===== src/rtl/pipe_scroller_if.sv =====
// Control/status bundle between game logic and the pipe scroller.
// master: drives start/gameOver, reads board/move/pipe_passed/state.
interface pipe_scroller_if #(
    parameter int ROWS = 15,
    parameter int COLS = 16
);
    logic                 start;
    logic                 gameOver;
    logic [ROWS*COLS-1:0] board;
    logic                 move;
    logic                 pipe_passed;
    logic [1:0]           state;

    modport master (
        output start, gameOver,
        input  board, move, pipe_passed, state
    );

    modport slave (
        input  start, gameOver,
        output board, move, pipe_passed, state
    );
endinterface


===== src/rtl/pipe_scroller.sv =====
// Scrolling pipe field: shifts the board left on each tick, injects
// pipes with LFSR gap rows, speeds up, and runs an idle/run/frozen FSM.
// Ports: clk, reset (async, active low), bus (slave):
//   start/gameOver in; board, move, pipe_passed, state out.
module pipe_scroller #(
    parameter int         ROWS          = 15,
    parameter int         COLS          = 16,
    parameter int         GAP           = 4,
    parameter int         SPACING       = 4,
    parameter int         PERIOD_INIT   = 175,
    parameter int         PERIOD_MIN    = 40,
    parameter int         SPEED_STEP    = 5,
    parameter int         SPEEDUP_EVERY = 8,
    parameter logic [7:0] SEED          = 8'hA5
) (
    input  logic           clk,
    input  logic           reset,
    pipe_scroller_if.slave bus
);
    localparam logic [1:0] IDLE   = 2'd0;
    localparam logic [1:0] RUN    = 2'd1;
    localparam logic [1:0] FROZEN = 2'd2;

    localparam int W    = ROWS * COLS;
    localparam int PW   = $clog2(PERIOD_INIT + 2);
    localparam int SW   = (SPACING > 1) ? $clog2(SPACING) : 1;
    localparam int PCW  = $clog2(SPEEDUP_EVERY + 2);
    localparam int NPOS = ROWS - GAP + 1;

    localparam logic [ROWS-1:0] GMASK =
        ROWS'((64'd1 << GAP) - 64'd1);

    logic [1:0]      state_q;
    logic [W-1:0]    board_q;
    logic            move_q;
    logic            pass_q;
    logic [PW-1:0]   timer;
    logic [PW-1:0]   period;
    logic [SW-1:0]   spacing_cnt;
    logic [PCW-1:0]  pipe_cnt;
    logic [7:0]      lfsr;

    logic [7:0]      lfsr_nxt;
    logic [ROWS-1:0] pipe_col;
    logic [ROWS-1:0] new_col;
    logic [PW-1:0]   period_dn;
    logic            inject;
    logic            last_pipe;
    logic            go_run;
    int              gpos;

    assign lfsr_nxt = {lfsr[6:0], lfsr[7] ^ lfsr[5] ^ lfsr[4] ^ lfsr[3]};

    assign inject    = (spacing_cnt == '0);
    assign last_pipe = (SPEEDUP_EVERY != 0) &&
                       (pipe_cnt == PCW'(SPEEDUP_EVERY - 1));
    assign go_run    = bus.start && !bus.gameOver;

    always_comb begin
        gpos     = int'(lfsr) % NPOS;
        pipe_col = ~(GMASK << gpos);
        new_col  = inject ? pipe_col : '0;
    end

    // Saturate at the floor instead of wrapping below it.
    always_comb begin
        if (int'(period) >= PERIOD_MIN + SPEED_STEP)
            period_dn = period - PW'(SPEED_STEP);
        else
            period_dn = PW'(PERIOD_MIN);
    end

    always_ff @(posedge clk or negedge reset) begin
        if (!reset) begin
            state_q     <= IDLE;
            board_q     <= '0;
            move_q      <= 1'b0;
            pass_q      <= 1'b0;
            timer       <= '0;
            period      <= PW'(PERIOD_INIT);
            spacing_cnt <= '0;
            pipe_cnt    <= '0;
            lfsr        <= SEED;
        end else begin
            lfsr   <= lfsr_nxt;
            move_q <= 1'b0;
            pass_q <= 1'b0;
            unique case (state_q)
                IDLE, FROZEN: begin
                    if (state_q == IDLE)
                        board_q <= '0;
                    if (go_run) begin
                        state_q     <= RUN;
                        board_q     <= '0;
                        timer       <= '0;
                        spacing_cnt <= '0;
                        pipe_cnt    <= '0;
                        period      <= PW'(PERIOD_INIT);
                    end
                end
                RUN: begin
                    // gameOver wins over a due shift.
                    if (bus.gameOver) begin
                        state_q <= FROZEN;
                    end else if (timer == period) begin
                        timer   <= '0;
                        board_q <= {new_col, board_q[W-1:ROWS]};
                        move_q  <= 1'b1;
                        pass_q  <= |board_q[ROWS-1:0];
                        if (inject) begin
                            spacing_cnt <= SW'(SPACING - 1);
                            if (last_pipe) begin
                                pipe_cnt <= '0;
                                period   <= period_dn;
                            end else begin
                                pipe_cnt <= pipe_cnt + PCW'(1);
                            end
                        end else begin
                            spacing_cnt <= spacing_cnt - SW'(1);
                        end
                    end else begin
                        timer <= timer + PW'(1);
                    end
                end
                default: state_q <= IDLE;
            endcase
        end
    end

    assign bus.board       = board_q;
    assign bus.move        = move_q;
    assign bus.pipe_passed = pass_q;
    assign bus.state       = state_q;
endmodule


===== src/flat_wrapper.sv =====
// flat-port wrapper written by rule: the top's interface ports become plain ports
module pipe_scroller_flat 
#(
    parameter int         ROWS          = 15,
    parameter int         COLS          = 16,
    parameter int         GAP           = 4,
    parameter int         SPACING       = 4,
    parameter int         PERIOD_INIT   = 175,
    parameter int         PERIOD_MIN    = 40,
    parameter int         SPEED_STEP    = 5,
    parameter int         SPEEDUP_EVERY = 8,
    parameter logic [7:0] SEED          = 8'hA5
)
  (clk, reset, bus_start, bus_gameOver, bus_board, bus_move, bus_pipe_passed, bus_state);
  pipe_scroller_if #(.ROWS(ROWS), .COLS(COLS)) bus_i ();
  input  logic clk;
  input  logic reset;
  input wire logic [$bits(bus_i.start)-1:0] bus_start;
  input wire logic [$bits(bus_i.gameOver)-1:0] bus_gameOver;
  output wire logic [$bits(bus_i.board)-1:0] bus_board;
  output wire logic [$bits(bus_i.move)-1:0] bus_move;
  output wire logic [$bits(bus_i.pipe_passed)-1:0] bus_pipe_passed;
  output wire logic [$bits(bus_i.state)-1:0] bus_state;
  assign bus_i.start = bus_start;
  assign bus_i.gameOver = bus_gameOver;
  assign bus_board = bus_i.board;
  assign bus_move = bus_i.move;
  assign bus_pipe_passed = bus_i.pipe_passed;
  assign bus_state = bus_i.state;
  pipe_scroller #(.ROWS(ROWS), .COLS(COLS), .GAP(GAP), .SPACING(SPACING), .PERIOD_INIT(PERIOD_INIT), .PERIOD_MIN(PERIOD_MIN), .SPEED_STEP(SPEED_STEP), .SPEEDUP_EVERY(SPEEDUP_EVERY), .SEED(SEED)) u_core (.clk(clk), .reset(reset), .bus(bus_i));
endmodule

===== config.mk =====
export PLATFORM = sky130hd
export DESIGN_NAME = pipe_scroller_flat
export DESIGN_NICKNAME = d
export VERILOG_FILES = /design/src/rtl/pipe_scroller_if.sv /design/src/rtl/pipe_scroller.sv /design/src/flat_wrapper.sv
export SDC_FILE = /design/constraint.sdc
export NUM_CORES = 1
export LEC_CHECK = 0
export ABC_AREA = 1
export CELL_PAD_IN_SITES_DETAIL_PLACEMENT = 2
export CELL_PAD_IN_SITES_GLOBAL_PLACEMENT = 2
export CORE_ASPECT_RATIO = 1.25
export CORE_UTILIZATION = 31
export CTS_BUF_LIST = sky130_fd_sc_hd__clkbuf_8
export DETAILED_ROUTE_END_ITERATION = 10
export GPL_TIMING_DRIVEN = 0
export PLACE_DENSITY = 0.83
export SETUP_SLACK_MARGIN = 0.4
export SYNTH_ARGS = -nofsm -noshare
export SYNTH_HDL_FRONTEND = slang
export SYNTH_SLANG_ARGS = --single-unit
export TNS_END_PERCENT = 100

===== constraint.sdc =====
create_clock -name clk -period 3.3 [get_ports clk]
set_clock_uncertainty 0.2 [all_clocks]
set_input_delay 0.33 -clock clk [delete_from_list [all_inputs] [get_ports clk]]
set_output_delay 0.33 -clock clk [all_outputs]
set_load 0.05 [all_outputs]

Word level (Yosys, flattened, before mapping)
Index checks and enable logic that the tools add are counted.
Storage, ports and cells
  register bits after elaboration: 274
Cells by class
  eq/ne operators: 11
  mux-type cells: 37
  bitwise gates (word level): 4
  reductions and logical operators: 13
  divide/modulo/power cells: 1
  shift operators: 1
  $lt $le $gt $ge: 1
  add/sub/neg operators: 4
Operators by type and width (count)
  $mux 240: 4
  $pmux 240 s2: 1
  $mux 8: 9
  $mod 9x5->32 const B: 1
  $pmux 8 s2: 2
  $shl 4x32->15 const A: 1
  $mux 4: 5
  $mux 15: 1
  $not 15->15: 1
  $reduce_or 15->1: 1
  $mux 2: 6
  $add 8x1->8 const B: 1
  $eq 8x8->1: 1
  $ge 8x6->1 const B: 1
  $ne 2x1->1 const B: 4
  $pmux 2 s2: 2
  $pmux 4 s2: 1
  $reduce_and 4->1: 2
  $sub 8x3->8 const B: 1
  $mux 1: 6
  $reduce_and 6->1: 1
  $reduce_and 5->1: 1
  $add 4x1->4 const B: 1
  $eq 4x3->1 const B: 1
  13 further kinds: 17

Depth between registers and ports, before layout
Gate-level depths: netlist (run 1).
  depth in word-level cells: 7
  gate-level depth with buffers: 24

Worst setup path after synthesis (run 1)
OpenSTA, ideal clock, no wires.
  kind: register -> register
  from: register u_core.lfsr[7]
  to: register u_core.board_q[233], in the netlist u_core.bus.board[233]
  cell stages (with the launch flop): 19
  required time: 2.982 ns
  path slack: 0.682 ns
  period minus slack after synthesis: 2.618 ns
  data arrival time: 2.300 ns
  buffers on the path: 0
  cells stage by stage: dfstp_2 -> ha_1 -> inv_1 -> nand3_2 -> nand3_2 -> a21oi_2 -> nand3_1 -> nand2_1 -> nand3_1 -> o211ai_1 -> nand2_2 -> clkinv_4 -> nand3_4 -> nand2_4 -> nand2_4 -> nor2_2 -> nand2_1 -> nand3_1 -> nand2_1
Between the ends
  longest elaborated chain between the ends: 7
RTL lines
  start: declaration: RTL line pipe_scroller.sv:41  | logic [7:0] lfsr;
  start signal: assignment: RTL line pipe_scroller.sv:85  | lfsr <= lfsr_nxt;
  $mod 9x5->32: RTL line pipe_scroller.sv:60  | gpos = int'(lfsr) % NPOS;
  $shl 4x32->15: RTL line pipe_scroller.sv:61  | pipe_col = ~(GMASK << gpos);
  $not 15->15: RTL line pipe_scroller.sv:61
  $mux 15: RTL line pipe_scroller.sv:62  | new_col = inject ? pipe_col : '0;
  $mux 240: RTL line pipe_scroller.sv:105  | end else if (timer == period) begin
  $mux 240: RTL line pipe_scroller.sv:103  | if (bus.gameOver) begin
  $pmux 240 s2: RTL line pipe_scroller.sv:88  | unique case (state_q)
  end signal: assignment: RTL line pipe_scroller.sv:107  | board_q <= {new_col, board_q[W-1:ROWS]};
  end: declaration: RTL line pipe_scroller.sv:34  | logic [W-1:0] board_q;
No other way between the ends. The select of a mux whose other input is x is not followed.
A chain may end at the register's enable or synchronous reset.

Worst setup path after layout (run 1)
  from: register u_core.lfsr[6]
  to: register u_core.board_q[233], in the netlist u_core.bus.board[233]
The elaborated chain is that of the path after synthesis.

==> impl_metrics.tcl, run 1 <==
set metrics [dict create \
    status "completed" \
    drtPass1Iterations 4 \
    ir_drop_v 0.0004388 \
    grt_pass1_vias 12207 \
    multi_input_area_um2 4389 \
    yosys-top-cells-count "nand2_1, dfrtp_1, o21ai_0" \
    critPathLaunch "u_core.lfsr[6]" \
    worstPathRequired_ns 3.57 \
    path_clk_slew_ns 0.07 \
    rsz0062_at_grt "true" \
    ios 248 \
    fin_setup_tns_ns 0 \
    syn_area_per_cell_um2 8.802 \
    stdcell_count 2161 \
    first_iter_violations 469 \
    cts_tree "done" \
    clock-root-buffer "clkbuf_8" \
    crit_arrival_ns 3.22 \
    grt_overflow 0 \
    core_area_um2 37170 \
    rows 79 \
    synth-main-ff-cell "dfrtp_1" \
    die_area_um2 38350 \
    post-route-period-util_pct 89.40 \
    clock_latency_ns 0.58 \
    num-fill-cells 4054 \
    power_density_nw_per_um2 538.9 \
    slew_headroom_pct 50.14 \
    netlist_area_um2 11640 \
    seq_area_um2 6870 \
    synthArstFlopShare_pct 100.0 \
    hold_viol_final 0 \
    grt_first_pass_wirelength_um 70790 \
    fmax_ghz 0.3389 \
    cp_slowest_cell "dfrtp_2" \
    drtAntennaViolNets 0 \
    synth_top_area_share_pct 56.73 \
    syn-num-nets 1333 \
    drc_errors 0 \
    min_path_type "in -> async" \
    cp_max_fo 5 \
    dpl.cell_count 2058 \
    initial_core_util_pct 31.33 \
    crit_path_frequent_cell "nand2_1" \
    post_drt_wl_per_cell_um 21.24 \
    yosys_warnings 0 \
    port_buffers 247 \
    drv_slew 0 \
    end_kind "flop" \
    clock_path_buffers 3 \
    grtUsageTotal_pct 23.75 \
    ys_types 45 \
    ys_ff_latch 274 \
    nets 1652 \
    crit-reg2reg-launch "u_core.lfsr[6]" \
    power.leakage_nw 6.944 \
    yosysTopAreaCell "dfrtp_1" \
    worst_hold_slack_ns 0.1535 \
    max_stage_delay_ns 0.42 \
    setup_violations 0 \
    grt_max_degree 104 \
    drt_wl_total_um 45900 \
    gp_congestion 0.8818 \
    htree_levels 2 \
    syn_to_final_growth_pct 38.95 \
    final_util_pct 43.54 \
    ys_seq_area_share_pct 58.99 \
    startpoint_type "flop" \
    cts_sinks 274 \
    antenna_found_initial 0 \
    antenna_cells 0 \
    cts_buffers 47 \
    drive_gt1_share_pct 12.00 \
    vias 10772 \
    ys_top_cells_by_area "dfrtp_1, nand2_1, o21ai_0, nand3_1, inv_1" \
    die_w_um 175.4 \
    cap_violations 0 \
    hpwl_um 32690 \
    p_total_mw 8.720 \
    yosysMostFrequentCell "nand2_1" \
    worst_slew_pin_slew_ns 0.7415 \
    cp_cell_sequence "buf_6 -> ha_4 -> inv_1 -> nand3_4 -> nand3_4 -> nand2_4 -> nand2_2 -> nand2_1 -> nand3_1 -> nand2_1 -> inv_2 -> nand3_2 -> nand2_4 -> nand3_4 -> buf_4 -> buf_4 -> nand3_1 -> nand2_1 -> a21oi_1 -> nand2_1 -> nand3_1 -> nand2_1" \
    syn_inst 1323 \
    fin_crit_ns 2.950 \
    synth-edff-count 0 \
    critical_path_class "reg -> reg" \
    die_h_um 218.7 \
    viasPerCell 4.985 \
]
worst max-delay path: cells and delay by family (launching register included):
family / cells / cell delay, ns
buf+inv: 5 / 0.60
fa+ha+maj: 1 / 0.17
compound gates: 1 / 0.17
flops: 1 / 0.42
simple gates: 15 / 1.27
layout make-up:
class,count,area share (%)
plain buffers,79,2.157
clock buffers,60,5.104
clock inverters,22,0.5877
inverters,82,2.026
multi-input cells,888,27.13
flip-flops and latches,274,42.46
well taps,486,3.758
repair buffers,270,16.78
layer usage:
layer | GRT usage, % | up-vias | part of all wire [%]
met5 | 0 | - | 0
met4 | 7.623 | 0 | 2.6
met3 | 4.523 | 75 | 5.2
met2 | 44.19 | 274 | 54
met1 | 27.07 | 5473 | 38
li1 | - | 4950 | -
final timing paths:
path	slack, ns	depth (start not counted)	endpoint
max in group asynchronous	1.68	3	u_core.lfsr[6]
hold reg to reg	0.25	0	u_core.lfsr[1]
setup / recovery	0.35	22	u_core.bus.board[233]
hold / removal	0.15	2	u_core.bus.board[87]
min in group clk	0.19	3	u_core.period[7]
setup reg to reg	0.35	22	u_core.bus.board[233]
sequential cells by signal (all words and copies together), names as in the netlist:
signal,count
u_core.bus.board,240
u_core.bus.move,1
u_core.bus.pipe_passed,1
u_core.bus.state,2
u_core.lfsr,8
u_core.period,8
u_core.pipe_cnt,4
u_core.spacing_cnt,2
u_core.timer,8
cells by family after synthesis:
family	after synthesis	share of synthesized area, %
flip-flops	274	58.99
XOR/XNOR	7	0.5265
AO/OA/AOI/OAI	273	12.45
AND/OR/NAND/NOR	602	21.90
buffers and inverters	161	5.490
adder cells (fa/ha/maj)	6	0.6447
layout by cell type, fill, tap and decap left out, types with 12 or more instances in the layout:
cell and n:
nor2_1 15, nand4_1 13, dfrtp_1 263, clkbuf_1 43
clkbuf_8 60, o21ai_0 226, clkbuf_2 12, nand2_2 15
buf_4 15, clkdlybuf4s50_1 246, nand2_1 459, inv_1 88
o31ai_1 18, buf_2 18, nand3_1 52
stage by stage:
stage	setup slack, ns	cell area (um^2)
after floorplan	0.6819	11640
after global placement	-10.47	14730
after detailed placement	-0.02768	14790
after CTS	0.3744	15830
after global routing	0.1312	16180
final	0.3497	16180
power by group:
group | switching [mW] | internal [mW]
clock network | 1.46 | 1.63
registers | 0.160 | 3.53
logic | 1.48 | 0.460
repair_timing:
| item | CTS | global route |
|---|---|---|
| gates resized for setup | 18 | 71 |
| endpoints found under the setup margin | 232 | 194 |
| endpoints found under the hold margin | 88 | 0 |
| buffers inserted | 7 | 13 |
| pin swaps | 8 | 24 |
| hold buffers | 1 | 0 |
Note: power is estimated with default switching activity, not from simulation.
==> run 2, diff against run 1 <==
CTS_CLUSTER_DIAMETER = 60   (was unset)
MAX_ROUTING_LAYER = met4   (was unset)
==> impl_metrics.tcl, run 2 (synthesized netlist as in run 1, its figures left out) <==
set metrics [dict create \
    status "completed" \
    largest_reg_flops 240 \
    die_area_um2 38350 \
    p_total_mw 8.593 \
    grt_use_met2_pct 43.88 \
    grt_first_pass_wirelength_um 70280 \
    grt-busiest-layer "met2" \
    worst_slew_pin_slew_ns 0.7373 \
    die_h_um 218.7 \
    slew_headroom_pct 50.85 \
    viasPerCell 4.971 \
    htree_levels 2 \
    power.leakage_nw 6.813 \
    antenna_found_initial 0 \
    worstPathRequired_ns 3.55 \
    startpoint_type "flop" \
    rows 79 \
    stdcell_area_um2 15930 \
    clock_path_buffers 3 \
    num-fill-cells 4093 \
    die_w_um 175.4 \
    place_ws_ns -0.02768 \
    grt_overflow 0 \
    clock-root-buffer "clkbuf_8" \
    core_area_um2 37170 \
    drtAntennaViolNets 0 \
    drt_wl_total_um 44050 \
    path_clk_slew_ns 0.06 \
    grtUsageTotal_pct 24.25 \
    drtPass1Iterations 4 \
    nets 1642 \
    drv_slew 0 \
    cap_violations 0 \
    power_density_nw_per_um2 539.4 \
    mostFrequentLayoutCells "nand2_1, dfrtp_1, clkdlybuf4s50_1, o21ai_0, inv_1" \
    clock_latency_ns 0.58 \
    cts_sinks 274 \
    cp_max_fo 6 \
    use_met1_pct 27.02 \
    critical_path_class "reg -> reg" \
    cp_cell_sequence "ha_4 -> inv_2 -> nand2_2 -> nand2_4 -> nand4_1 -> nand2_1 -> nand2_1 -> nand3_1 -> nand2_1 -> inv_2 -> nand3_2 -> nand3_4 -> nand3_4 -> nand2_2 -> nand2_4 -> buf_4 -> nand2_1 -> nand2_1 -> nand2_1 -> nand2_1" \
    grt_max_degree 104 \
    antenna_cells 0 \
    reg2reg_setup_slack_ns 0.46 \
    placed_area_um2 14790 \
    port_buffers 247 \
    crit_arrival_ns 3.09 \
    post-route-period-util_pct 86.15 \
    cp_slowest_cell "dfstp_2" \
    grt_pass1_vias 12165 \
    drc_errors 0 \
    end_kind "flop" \
    gp_congestion 0.8984 \
    final_common_cell "nand2_1" \
    setup_violations 0 \
    crit_path_frequent_cell "nand2_1" \
    first_iter_violations 466 \
    cp_top_family "simple AND/OR/NAND/NOR gates" \
    cts_tree "done" \
    hold_viol_final 0 \
    initial_core_util_pct 31.33 \
    drive_gt1_share_pct 10.13 \
    fin_crit_ns 2.843 \
    syn_to_final_growth_pct 36.80 \
    rsz0062_at_grt "true" \
    fmax_ghz 0.3518 \
    dpl.cell_count 2058 \
    ios 248 \
    max_stage_delay_ns 0.56 \
    grt_util_met3_pct 4.384 \
    cts_buffers 47 \
    path_buf_inv 3 \
    vias 10712 \
    hpwl_um 32690 \
    min_path_type "in -> async" \
    post_drt_wl_per_cell_um 20.44 \
    finalWorstSetupSlack_ns 0.4571 \
    stdcell_count 2155 \
    ir_drop_v 0.0004334 \
]
==> run 2: cell count changes in the layout (fill, tap and decap cells not counted), moves of 5 or more <==
cell / previous run / this run
nand2_2: 15 / 10
nand2_1: 459 / 470
buf_6: 7 / 0
nand3_1: 52 / 57
inv_1: 88 / 94
==> run 2: layer usage <==
metal / part of all wire, % / wire length (um)
met4: 2.3 / 998
met5: 0 / 0
met1: 39 / 17040
met3: 5.4 / 2388
met2: 54 / 23620
==> run 2: worst reg2reg max path, cell delays in order, from the launching register on <==
cell and delay (ns):
dfstp_2 0.56, ha_4 0.20, inv_2 0.05, nand2_2 0.05
nand2_4 0.10, nand4_1 0.16, nand2_1 0.13, nand2_1 0.06
nand3_1 0.08, nand2_1 0.08, inv_2 0.08, nand3_2 0.13
nand3_4 0.17, nand3_4 0.12, nand2_2 0.11, nand2_4 0.09
buf_4 0.15, nand2_1 0.05, nand2_1 0.04, nand2_1 0.05
nand2_1 0.05
==> run 2: metrics by stage <==
stage / hold slack, ns / setup TNS (ns) / util [%]
2_1_floorplan: -0.1656 / 0 / -
3_3_place_gp: 0.2443 / -2826.58 / 39.62
3_5_place_dp: 0.2036 / -0.03846 / 39.78
4_1_cts: 0.1562 / 0 / 42.43
5_1_grt: 0.1976 / 0 / 42.86
6_report: 0.1627 / 0 / 42.86
==> run 2: worst paths after layout <==
path | start | end | depth (start not counted)
max in group asynchronous | reset | u_core.lfsr[6] | 3
hold reg to reg | u_core.lfsr[0] | u_core.lfsr[1] | 0
hold / removal | reset | u_core.bus.board[87] | 2
setup / recovery | u_core.lfsr[7] | u_core.bus.board[234] | 20
setup reg to reg | u_core.lfsr[7] | u_core.bus.board[234] | 20
min in group clk | bus_start | u_core.period[7] | 3
==> run 2: power breakdown <==
part / leakage (nW) / switching [mW] / total [mW] / internal, mW
logic: 2.49 / 1.45 / 1.90 / 0.453
registers: 3.78 / 0.155 / 3.68 / 3.53
clock network: 0.550 / 1.44 / 3.01 / 1.56
==> run 2: final cells by class <==
type	count	area, um^2	area share, %
Multi-Input combinational cell	888	4269	26.80
Sequential cell	274	6870	43.13
Clock buffer	57	784.5	4.925
Inverter	82	320.3	2.011
Clock inverter	29	123.9	0.7776
Timing Repair Buffer	260	2618	16.43
Tap cell	486	608.1	3.817
Buffer	79	336.6	2.113
==> run 2: what timing repair did <==
| action | in CTS | in global routing |
|---|---|---|
| hold buffers | 1 | 0 |
| setup buffers | 2 | 8 |
| pin swaps | 1 | 14 |
| hold endpoints to repair | 88 | 0 |
| endpoints found under the setup margin | 223 | 59 |
| resized for setup | 18 | 27 |
==> patch (settings of run 1) <==
`COLS` is set to 16 in 3 places; all go to 17.
--- a/src/rtl/pipe_scroller_if.sv
+++ b/src/rtl/pipe_scroller_if.sv
@@ -2,7 +2,7 @@
 // master: drives start/gameOver, reads board/move/pipe_passed/state.
 interface pipe_scroller_if #(
     parameter int ROWS = 15,
-    parameter int COLS = 16
+    parameter int COLS = 17
 );
     logic                 start;
     logic                 gameOver;
--- a/src/rtl/pipe_scroller.sv
+++ b/src/rtl/pipe_scroller.sv
@@ -4,7 +4,7 @@
 //   start/gameOver in; board, move, pipe_passed, state out.
 module pipe_scroller #(
     parameter int         ROWS          = 15,
-    parameter int         COLS          = 16,
+    parameter int         COLS          = 17,
     parameter int         GAP           = 4,
     parameter int         SPACING       = 4,
     parameter int         PERIOD_INIT   = 175,
--- a/src/flat_wrapper.sv
+++ b/src/flat_wrapper.sv
@@ -2,7 +2,7 @@
 module pipe_scroller_flat 
 #(
     parameter int         ROWS          = 15,
-    parameter int         COLS          = 16,
+    parameter int         COLS          = 17,
     parameter int         GAP           = 4,
     parameter int         SPACING       = 4,
     parameter int         PERIOD_INIT   = 175,
Interface: changed (resized bus_board); port bits go from 248 to 263. No check against the original RTL was run, so the function may have changed too.
==> patch against run 1 <==
Routed wire length is 4.7% higher; non-clock buffer count rose by 14; sequential cell count up 15; fmax down 5.9%; synthesized area up 5.6%; critical path depth is 1 lower; setup slack worse by 0.18 ns; final area up 5.4%; power increased by 7.6%.
==> patch: results (changes against run 1) <==
Avg Inst Size Synth = 8.815 µm² (+0.15%)
CP max FO = 7 (+2)
Peak supply drop = 372.9 µV (-15%)
Worst-margin pin slew = 0.8203 ns (+0.07876 ns)
Seq/Total Area, Yosys = 58.91% (-0.075 points)
Vias in the first global route = 12.72k (+4.2%)
Antenna violations before repair = 1 (+1)
RePlAce Congestion = 0.8453 (-4.1%)
Final WS setup = 0.1654 ns (-0.1843 ns)
Post-DP HPWL = 35,400 µm (+8.3%)
Share of layout cells above drive strength 1 = 11.89% (-0.11 points)
Largest register FFs = 255 (+6.3%)
Synth top cells by count = 507 x nand2_1, 279 x dfrtp_1, 246 x o21ai_0
Pre-antenna DRT Iters = 4 (unchanged)
Ranking of synthesized cells by area = dfrtp_1 57%, nand2_1 15%, o21ai_0 10%
Yosys cell types = 46 (+2.2%)
Worst-Skew Late Latency = 0.60 ns (+0.02 ns)
CTS Buf Count = 51 (+8.5%)
Worst EP arrival = 3.42 ns (+0.20 ns)
Leakage = 7.347 nW (+5.8%)
Cell count after placement = 2,157 (+4.8%)
Largest net degree at the start of global routing = 120 (+15%)
Via count = 11.36k (+5.4%)
First-pass GRT wire length = 74,580 µm (+5.4%)
# nets final = 1,736 (+5.1%)
Syn nets = 1,405 (+5.4%)
Final WL = 48,060 µm (+4.7%)
WHS = 0.08614 ns (-0.06731 ns)
1st-iter DRT viols = 454 (-3.2%)
Post-DP Area = 15,600 µm² (+5.5%)
Critical path's slowest cell = dfrtp_1
Status = completed
Fill cells = 4,279 (+5.6%)
Wire per inst = 21.23 µm (about the same)
Crit-path max cell delay = 0.40 ns (-0.02 ns)
Pre-CTS WS = -0.1199 ns (-0.09221 ns)
==> patch: changes by cell type after synthesis, moves of 3 or more <==
cell,run 1,this run
buf_2,19,22
dfrtp_1,264,279
nand2_1,477,507
o21ai_0,227,246
==> patch: final cells by class <==
type                       count  area (µm²)  area share [%]
clock inverter                22       105.1          0.6163
buffer                        85       412.9           2.421
timing repair buffer         278        2790           16.36
clock buffer                  71       977.2           5.730
inverter                      80       309.0           1.812
multi-input combinational    941        4592           26.93
sequential                   289        7244           42.48
tap                          498       623.1           3.654
==> patch: critical path: cells and delay by family (launching register included) <==
family                   cells  cell delay (ns)
flip-flops                   1             0.40
AND/OR/NAND/NOR             14             1.59
adder cells (fa/ha/maj)      1             0.25
buffers and inverters        6             0.56
==> patch: timing repair <==
action                     4_1_cts  5_1_grt
resized for setup               48       36
hold buffers                     1        0
setup endpoints to repair      231      251
buffers inserted                 7        6
pin swaps                       19       26
gates cloned                     0        0
hold endpoints to repair        68        0
==> patch: metrics by stage <==
| step | util, % | power (mW) |
|---|---|---|
| floorplan | - | 5.072 |
| global placement | 39.73 | 5.831 |
| detailed placement | 39.88 | 5.910 |
| CTS | 43.22 | 9.495 |
| global route | 43.59 | 9.811 |
| finish | 43.59 | 9.379 |
==> patch: worst paths after layout <==
kind,to,cells after the start
min in group clk,u_core.period[7]$_DFFE_PN1P_,3
max reg2reg,u_core.bus.board[250]$_DFFE_PN0P_,21
min reg2reg,u_core.lfsr[6]$_DFF_PN0_,0
max in group asynchronous,u_core.bus.board[230]$_DFFE_PN0P_,3
max,u_core.bus.board[250]$_DFFE_PN0P_,21
min,u_core.bus.board[85]$_DFFE_PN0P_,2
==> patch: routing by layer <==
layer  global-route usage (%)  wire [µm]  vias to the layer above
met3                    4.469       2297                       70
li1                         -          -                     5201
met2                    44.90      25580                      288
met4                    7.692       1406                        0
met5                        0          0                        -
met1                    27.01      18770                     5796
==> patch: power breakdown <==
part / switching, mW / leakage [nW] / total (mW) / internal (mW)
logic: 1.55 / 2.74 / 2.03 / 0.485
clock network: 1.57 / 0.622 / 3.48 / 1.91
registers: 0.151 / 3.99 / 3.86 / 3.71
==> patch: cell families after synthesis <==
| family | count (synthesis) | synth area share (%) |
|---|---|---|
| xor+xnor | 6 | 0.4273 |
| buf+inv | 165 | 5.311 |
| compound gates | 289 | 12.57 |
| flops | 289 | 58.91 |
| simple gates | 640 | 22.17 |
| fa+ha+maj | 6 | 0.6105 |
